<file path="src/rtl/hazard_scoreboard.sv">
// Tracks destination, write-back enable and load flag of instructions in EX/MEM/WB
// and raises a stall when an ID source cannot be satisfied by forwarding.
module hazard_scoreboard #(
   parameter int REG_AW = 5,
   parameter int CNT_W  = 16
) (
   input  logic              clk,
   input  logic              rst,
   input  logic              freeze,
   input  logic              flush,
   input  logic              forward_en,
   input  logic              id_valid,
   input  logic [REG_AW-1:0] id_src1,
   input  logic [REG_AW-1:0] id_src2,
   input  logic              id_src2_used,
   input  logic [REG_AW-1:0] id_st_src,
   input  logic              id_is_store,
   input  logic [REG_AW-1:0] id_dest,
   input  logic              id_wb_en,
   input  logic              id_mem_r_en,
   input  logic              cnt_clr,
   output logic              hazard,
   output logic [REG_AW-1:0] ex_dest,
   output logic              ex_wb_en,
   output logic [REG_AW-1:0] mem_dest,
   output logic              mem_wb_en,
   output logic [REG_AW-1:0] wb_dest,
   output logic              wb_wb_en,
   output logic [CNT_W-1:0]  stall_count
);

   typedef struct packed {
      logic              valid;
      logic [REG_AW-1:0] dest;
      logic              wb_en;
      logic              load;
   } stage_t;

   stage_t ex_q, mem_q, wb_q;
   stage_t ex_next;

   logic hz_src1, hz_src2, hz_st;

   // Register 0 is hard-wired, so it never creates a dependence.
   function automatic logic src_hazard(input logic [REG_AW-1:0] src,
                                       input stage_t ex_s,
                                       input stage_t mem_s,
                                       input logic fwd);
      logic m_ex;
      logic m_mem;
      m_ex  = ex_s.valid  & ex_s.wb_en  & (ex_s.dest  == src) & (src != '0);
      m_mem = mem_s.valid & mem_s.wb_en & (mem_s.dest == src) & (src != '0);
      return fwd ? (m_ex & ex_s.load) : (m_ex | m_mem);
   endfunction

   always_comb begin
      hz_src1 = src_hazard(id_src1,   ex_q, mem_q, forward_en);
      hz_src2 = src_hazard(id_src2,   ex_q, mem_q, forward_en) & id_src2_used;
      hz_st   = src_hazard(id_st_src, ex_q, mem_q, forward_en) & id_is_store;
      hazard  = id_valid & ~flush & (hz_src1 | hz_src2 | hz_st);
   end

   // A killed or stalled ID instruction becomes a bubble in EX.
   always_comb begin
      ex_next = '0;
      if (id_valid && !flush && !hazard) begin
         ex_next.valid = 1'b1;
         ex_next.dest  = id_dest;
         ex_next.wb_en = id_wb_en;
         ex_next.load  = id_mem_r_en;
      end
   end

   always_ff @(posedge clk or negedge rst) begin
      if (!rst) begin
         ex_q  <= '0;
         mem_q <= '0;
         wb_q  <= '0;
      end else if (!freeze) begin
         ex_q  <= ex_next;
         mem_q <= ex_q;
         wb_q  <= mem_q;
      end
   end

   always_ff @(posedge clk or negedge rst) begin
      if (!rst) begin
         stall_count <= '0;
      end else if (!freeze) begin
         if (cnt_clr) begin
            stall_count <= '0;
         end else if (hazard && (stall_count != '1)) begin
            stall_count <= stall_count + 1'b1;
         end
      end
   end

   assign ex_dest   = ex_q.dest;
   assign ex_wb_en  = ex_q.valid & ex_q.wb_en;
   assign mem_dest  = mem_q.dest;
   assign mem_wb_en = mem_q.valid & mem_q.wb_en;
   assign wb_dest   = wb_q.dest;
   assign wb_wb_en  = wb_q.valid & wb_q.wb_en;

endmodule

</file>
<file path="config.mk">
export PLATFORM = sky130hd
export DESIGN_NAME = hazard_scoreboard
export DESIGN_NICKNAME = d
export VERILOG_FILES = /design/src/rtl/hazard_scoreboard.sv
export SDC_FILE = /design/constraint.sdc
export NUM_CORES = 1
export LEC_CHECK = 0
export CORE_MARGIN = 2
export CORE_UTILIZATION = 40
export DETAILED_ROUTE_END_ITERATION = 8
export PLACE_DENSITY = 0.68
export SLEW_MARGIN = 15
export SYNTH_ARGS = -nofsm -noshare
export SYNTH_HDL_FRONTEND = slang
export SYNTH_SLANG_ARGS = --single-unit
export TNS_END_PERCENT = 50
</file>
<file path="constraint.sdc">
create_clock -name clk -period 6 [get_ports clk]
set_clock_uncertainty 0.05 [all_clocks]
set_input_delay 1.2 -clock clk [delete_from_list [all_inputs] [get_ports clk]]
set_output_delay 1.2 -clock clk [all_outputs]
set_load 0.01 [all_outputs]
</file>
==> impl_table.tex <==
\begin{tabular}{lr}
\hline
Metric & Value \\
\hline
\multicolumn{2}{l}{\textbf{Run status}} \\
\quad Outcome & finished, final reports clean \\
\multicolumn{2}{l}{\textbf{Final layout}} \\
\quad Final non-filler cell total & approximately 370 \\
\quad Most common cell after layout, fill and taps aside & clkdlybuf4s50\_1 \\
\quad Ratio of cells with drive above 1 in the final layout & approximately 10\% \\
\quad Net count, final & 330 \\
\quad Diode insertion count for antenna repair & 0 \\
\quad Highest-count cells in the layout ignoring fill and taps & 64 x clkdlybuf4s50\_1, 38 x dfrtp\_1, 18 x nand2\_1, 17 x xnor2\_1, 15 x mux2\_2 \\
\quad Utilization of the core after routing & a little over half \\
\quad Synthesis-to-finish area growth & 28.0\% \\
\multicolumn{2}{l}{\textbf{Global routing}} \\
\quad First-pass GRT wire length & between 9000 and 10000 µm \\
\quad Vias in the first global route & 2023 \\
\quad Pin count of the biggest net entering global routing & 40 \\
\quad GR Overflow Total & 0 \\
\quad Number of antenna violations at the first check in global routing & 0 \\
\quad Total routing resource utilization after global routing & 18.8\% \\
\multicolumn{2}{l}{\textbf{Yosys}} \\
\quad Main flop type after synthesis & dfrtp\_1 \\
\quad Mapped Nets & 287 \\
\quad Number of synthesized flops with an enable pin & 0 \\
\quad Average cell area after synthesis & just under 10 µm² \\
\quad Post-synthesis register bit count & 38 \\
\quad Number of distinct standard cells referenced by the synthesized netlist & 47 \\
\quad Count of synthesis-stage warnings from yosys & 0 \\
\quad Number of standard cells after synthesis & approximately 260 \\
\quad Combined area of all synthesized cells & roughly 2500 µm² \\
\quad Async SR Flop Fraction & 100\% \\
\quad Part of the Yosys area used for sequential elements & a little under two fifths \\
\multicolumn{2}{l}{\textbf{Clock network}} \\
\quad Clk buf depth & 2 \\
\quad Post-CTS setup buffer count & 0 \\
\quad Post-cts resize count & 0 \\
\quad Clock root buffer & clkbuf\_8 \\
\quad TritonCTS clock tree & built \\
\quad H-tree depth & 2 \\
\quad Number of clock sinks seen by CTS & 38 \\
\quad Clock slew at reported path FFs & $\sim$0.070 ns \\
\quad Source-to-sink clock delay at the later pin of the worst-skew pair & a little under 0.3 ns \\
\quad Num CTS Buffers & 5 \\
\quad Cts hold-fix bufs & 0 \\
\multicolumn{2}{l}{\textbf{Setup path}} \\
\quad CP max-delay cell & clkdlybuf4s50\_1 \\
\quad Kind of start point of the critical path & primary input \\
\quad Cell with the most instances on the worst path & clkdlybuf4s50\_1 \\
\quad Register-to-Register Setup Slack & between 3 and 4 ns \\
\quad Cell family with most CP delay & buffers and inverters \\
\quad Required @ worst endpoint & between 4 and 5 ns \\
\quad Crit Path Category & primary input to output port \\
\quad Critical path depth in cells & 8 \\
\quad Count of buffer and inverter cells on the critical path & 2 \\
\quad Delay of the slowest critical-path stage & 0.58 ns \\
\quad Crit Reg-Reg Endpoint & stall\_count[2]\$\_DFFE\_PN0P\_ \\
\quad Worst path cell trace & clkdlybuf4s50\_1 -> xnor2\_2 -> nand3\_1 -> or4b\_1 -> a211o\_1 -> o2111a\_2 -> nor2\_1 -> clkdlybuf4s50\_1 \\
\quad Worst endpoint data arrival time & $\sim$3.8 ns \\
\quad Crit path max fanout & 23 \\
\quad Startpoint of the worst register-to-register path & ex\_dest[3]\$\_DFFE\_PN0N\_ \\
\quad Depth of the worst register-to-register path & 7 \\
\quad CP Capture Type & output port \\
\multicolumn{2}{l}{\textbf{Detailed routing}} \\
\quad Initial drt markers & 124 \\
\quad Total detailed-routing wirelength & 6120 µm \\
\quad Via count normalized by instance count & 5.71 \\
\quad Total iterations of the first detailed-routing run & 4 \\
\quad Avg WL per Cell & $\sim$16 µm \\
\quad Post-DRT Antenna Nets & 0 \\
\quad DRC violation count after routing & 0 \\
\quad Routed via count & approximately 2100 \\
\multicolumn{2}{l}{\textbf{Floorplan}} \\
\quad DIE AREA & $\sim$6800 µm² \\
\quad Floorplan core area & slightly below 6000 µm² \\
\quad Standard-cell row count & 28 \\
\quad Die outline width & approximately 83 µm \\
\quad Vertical extent of the die & between 80 and 90 µm \\
\quad Initial core utilization & approximately 42\% \\
\quad Io pins & 66 \\
\multicolumn{2}{l}{\textbf{Pwr}} \\
\quad Leakage & approximately 1.2 nW \\
\quad Power per Cell Area & around 200 nW/µm² \\
\quad IR Drop Worst-Case VDD & 94.7 µV \\
\multicolumn{2}{l}{\textbf{Timing}} \\
\quad Fin worst setup slack & between 0.9 and 1 ns \\
\quad Final worst-path cycle share & $\sim$84\% \\
\quad Final hold viol count & 0 \\
\quad Worst slew margin relative to its limit & about 43\% \\
\quad Slew @ Worst Pin & between 0.8 and 0.9 ns \\
\quad Maximum achievable frequency & just under 200 MHz \\
\quad Count of final max-slew check failures & 0 \\
\quad Unrepaired setup endpoints after global routing & false \\
\quad Min cycle time layout & roughly 5.0 ns \\
\quad Count of final setup violators & 0 \\
\quad Setup TNS & 0 ns \\
\quad Worst hold margin & between 0.4 and 0.5 ns \\
\multicolumn{2}{l}{\textbf{Placed design}} \\
\quad Final RePlAce weighted congestion & 0.823 \\
\quad Port buffer count & 65 \\
\quad Detailed Place HPWL & 4350 µm \\
\quad Cell count after placement & between 300 and 400 \\
\quad Worst Setup Slack post-DPL & roughly 0.97 ns \\
\multicolumn{2}{l}{\textbf{Worst hold path}} \\
\quad Endpoint, Worst Hold & wb\_q[7]\$\_DFFE\_PN0N\_ \\
\quad Launch instance of the worst min-delay path & wb\_q[7]\$\_DFFE\_PN0N\_ \\
\quad Min-delay worst type & register to register \\
\quad Hold path depth & 1 \\
\multicolumn{2}{l}{\textbf{Job}} \\
\quad Reported max-cap violation count & 0 \\
\hline
\end{tabular}
==> where the power goes <==
part,internal [mW],switching [mW]
registers,0.268,0.0154
logic,0.0571,0.0415
clock network,0.167,0.0942
total,0.491,0.151
==> how the worst max path moves through the flow <==
stage / start / to / slack (ns)
finish: id_src1[2] / hazard / 0.96
global route: id_src1[2] / hazard / 0.90
CTS: id_src1[2] / hazard / 0.96
detailed placement: id_src1[2] / hazard / 0.97
global placement: id_src1[3] / hazard / 1.04
floorplan: id_src1[1] / hazard / 1.96
==> synthesized netlist by cell type, types with 2 or more instances <==
cell,instances,share of area [%]
a211oi_1,2,0.61
a21oi_1,5,1.0
nor4_1,4,1.0
buf_6,3,1.4
dfrtp_1,38,38
a22oi_1,2,0.61
clkbuf_1,12,1.8
buf_4,15,4.5
o21ai_0,9,1.8
and3_1,7,1.8
a22o_1,7,2.5
nand2_1,18,2.7
xnor2_1,17,6.0
mux2_2,15,6.8
or4_1,8,2.4
nand4_1,6,1.5
nor2b_1,9,2.3
nor3_1,5,1.0
xor2_1,9,3.2
nand2b_1,2,0.50
a221oi_1,3,1.1
o211ai_1,8,2.4
or3_1,2,0.50
o31ai_1,4,1.2
a311o_1,3,1.2
o2111ai_1,2,0.71
and2_1,3,0.76
xnor2_2,2,1.3
nand3_1,10,2.0
nor2_1,8,1.2
==> layer usage <==
metal | track usage (%) | vias up | share of wire, % | wire length [µm]
li1 | - | 1015 | - | -
met1 | 24.8 | 1032 | 45 | 2780
met2 | 30.9 | 81 | 45 | 2760
met3 | 4.13 | 9 | 8.0 | 491
met4 | 5.74 | 0 | 1.6 | 95
met5 | 0 | - | 0 | 0
==> state kept, by name (all words and copies together), names as in the netlist <==
register / cells
stall_count: 16
ex_dest: 5
mem_dest: 5
wb_dest: 5
ex_q: 3
mem_q: 2
wb_q: 2
==> layout make-up <==
| class | count | area, µm² |
|---|---|---|
| Sequential cell | 38 | 951 |
| Tap cell | 75 | 93.8 |
| Multi-Input combinational cell | 185 | 1330 |
| Timing Repair Buffer | 66 | 653 |
| Fill cell | 549 | 2790 |
| Clock inverter | 3 | 68.8 |
| Clock buffer | 5 | 68.8 |
| Inverter | 2 | 7.51 |
==> through the flow <==
stage	cell area (µm²)	power, mW
after floorplan	2480	0.343
after global placement	3030	0.387
after detailed placement	3030	0.387
after CTS	3170	0.651
after global routing	3170	0.672
final	3170	0.642
==> cell families (layout without fill, tap and decap cells) <==
family                     Yosys count  count (layout)  synth area share, %
AOI/OAI and AO/OA                   53              53                 15.9
xor gates and xnor gates            28              28                 10.5
adders and majority gates            1               1                0.505
buffers and inverters               32              76                 8.03
DFF                                 38              38                 38.4
muxes                               15              15                 6.82
and+or+nand+nor                     88              88                 19.8
Power figures use the tool's default switching activity.
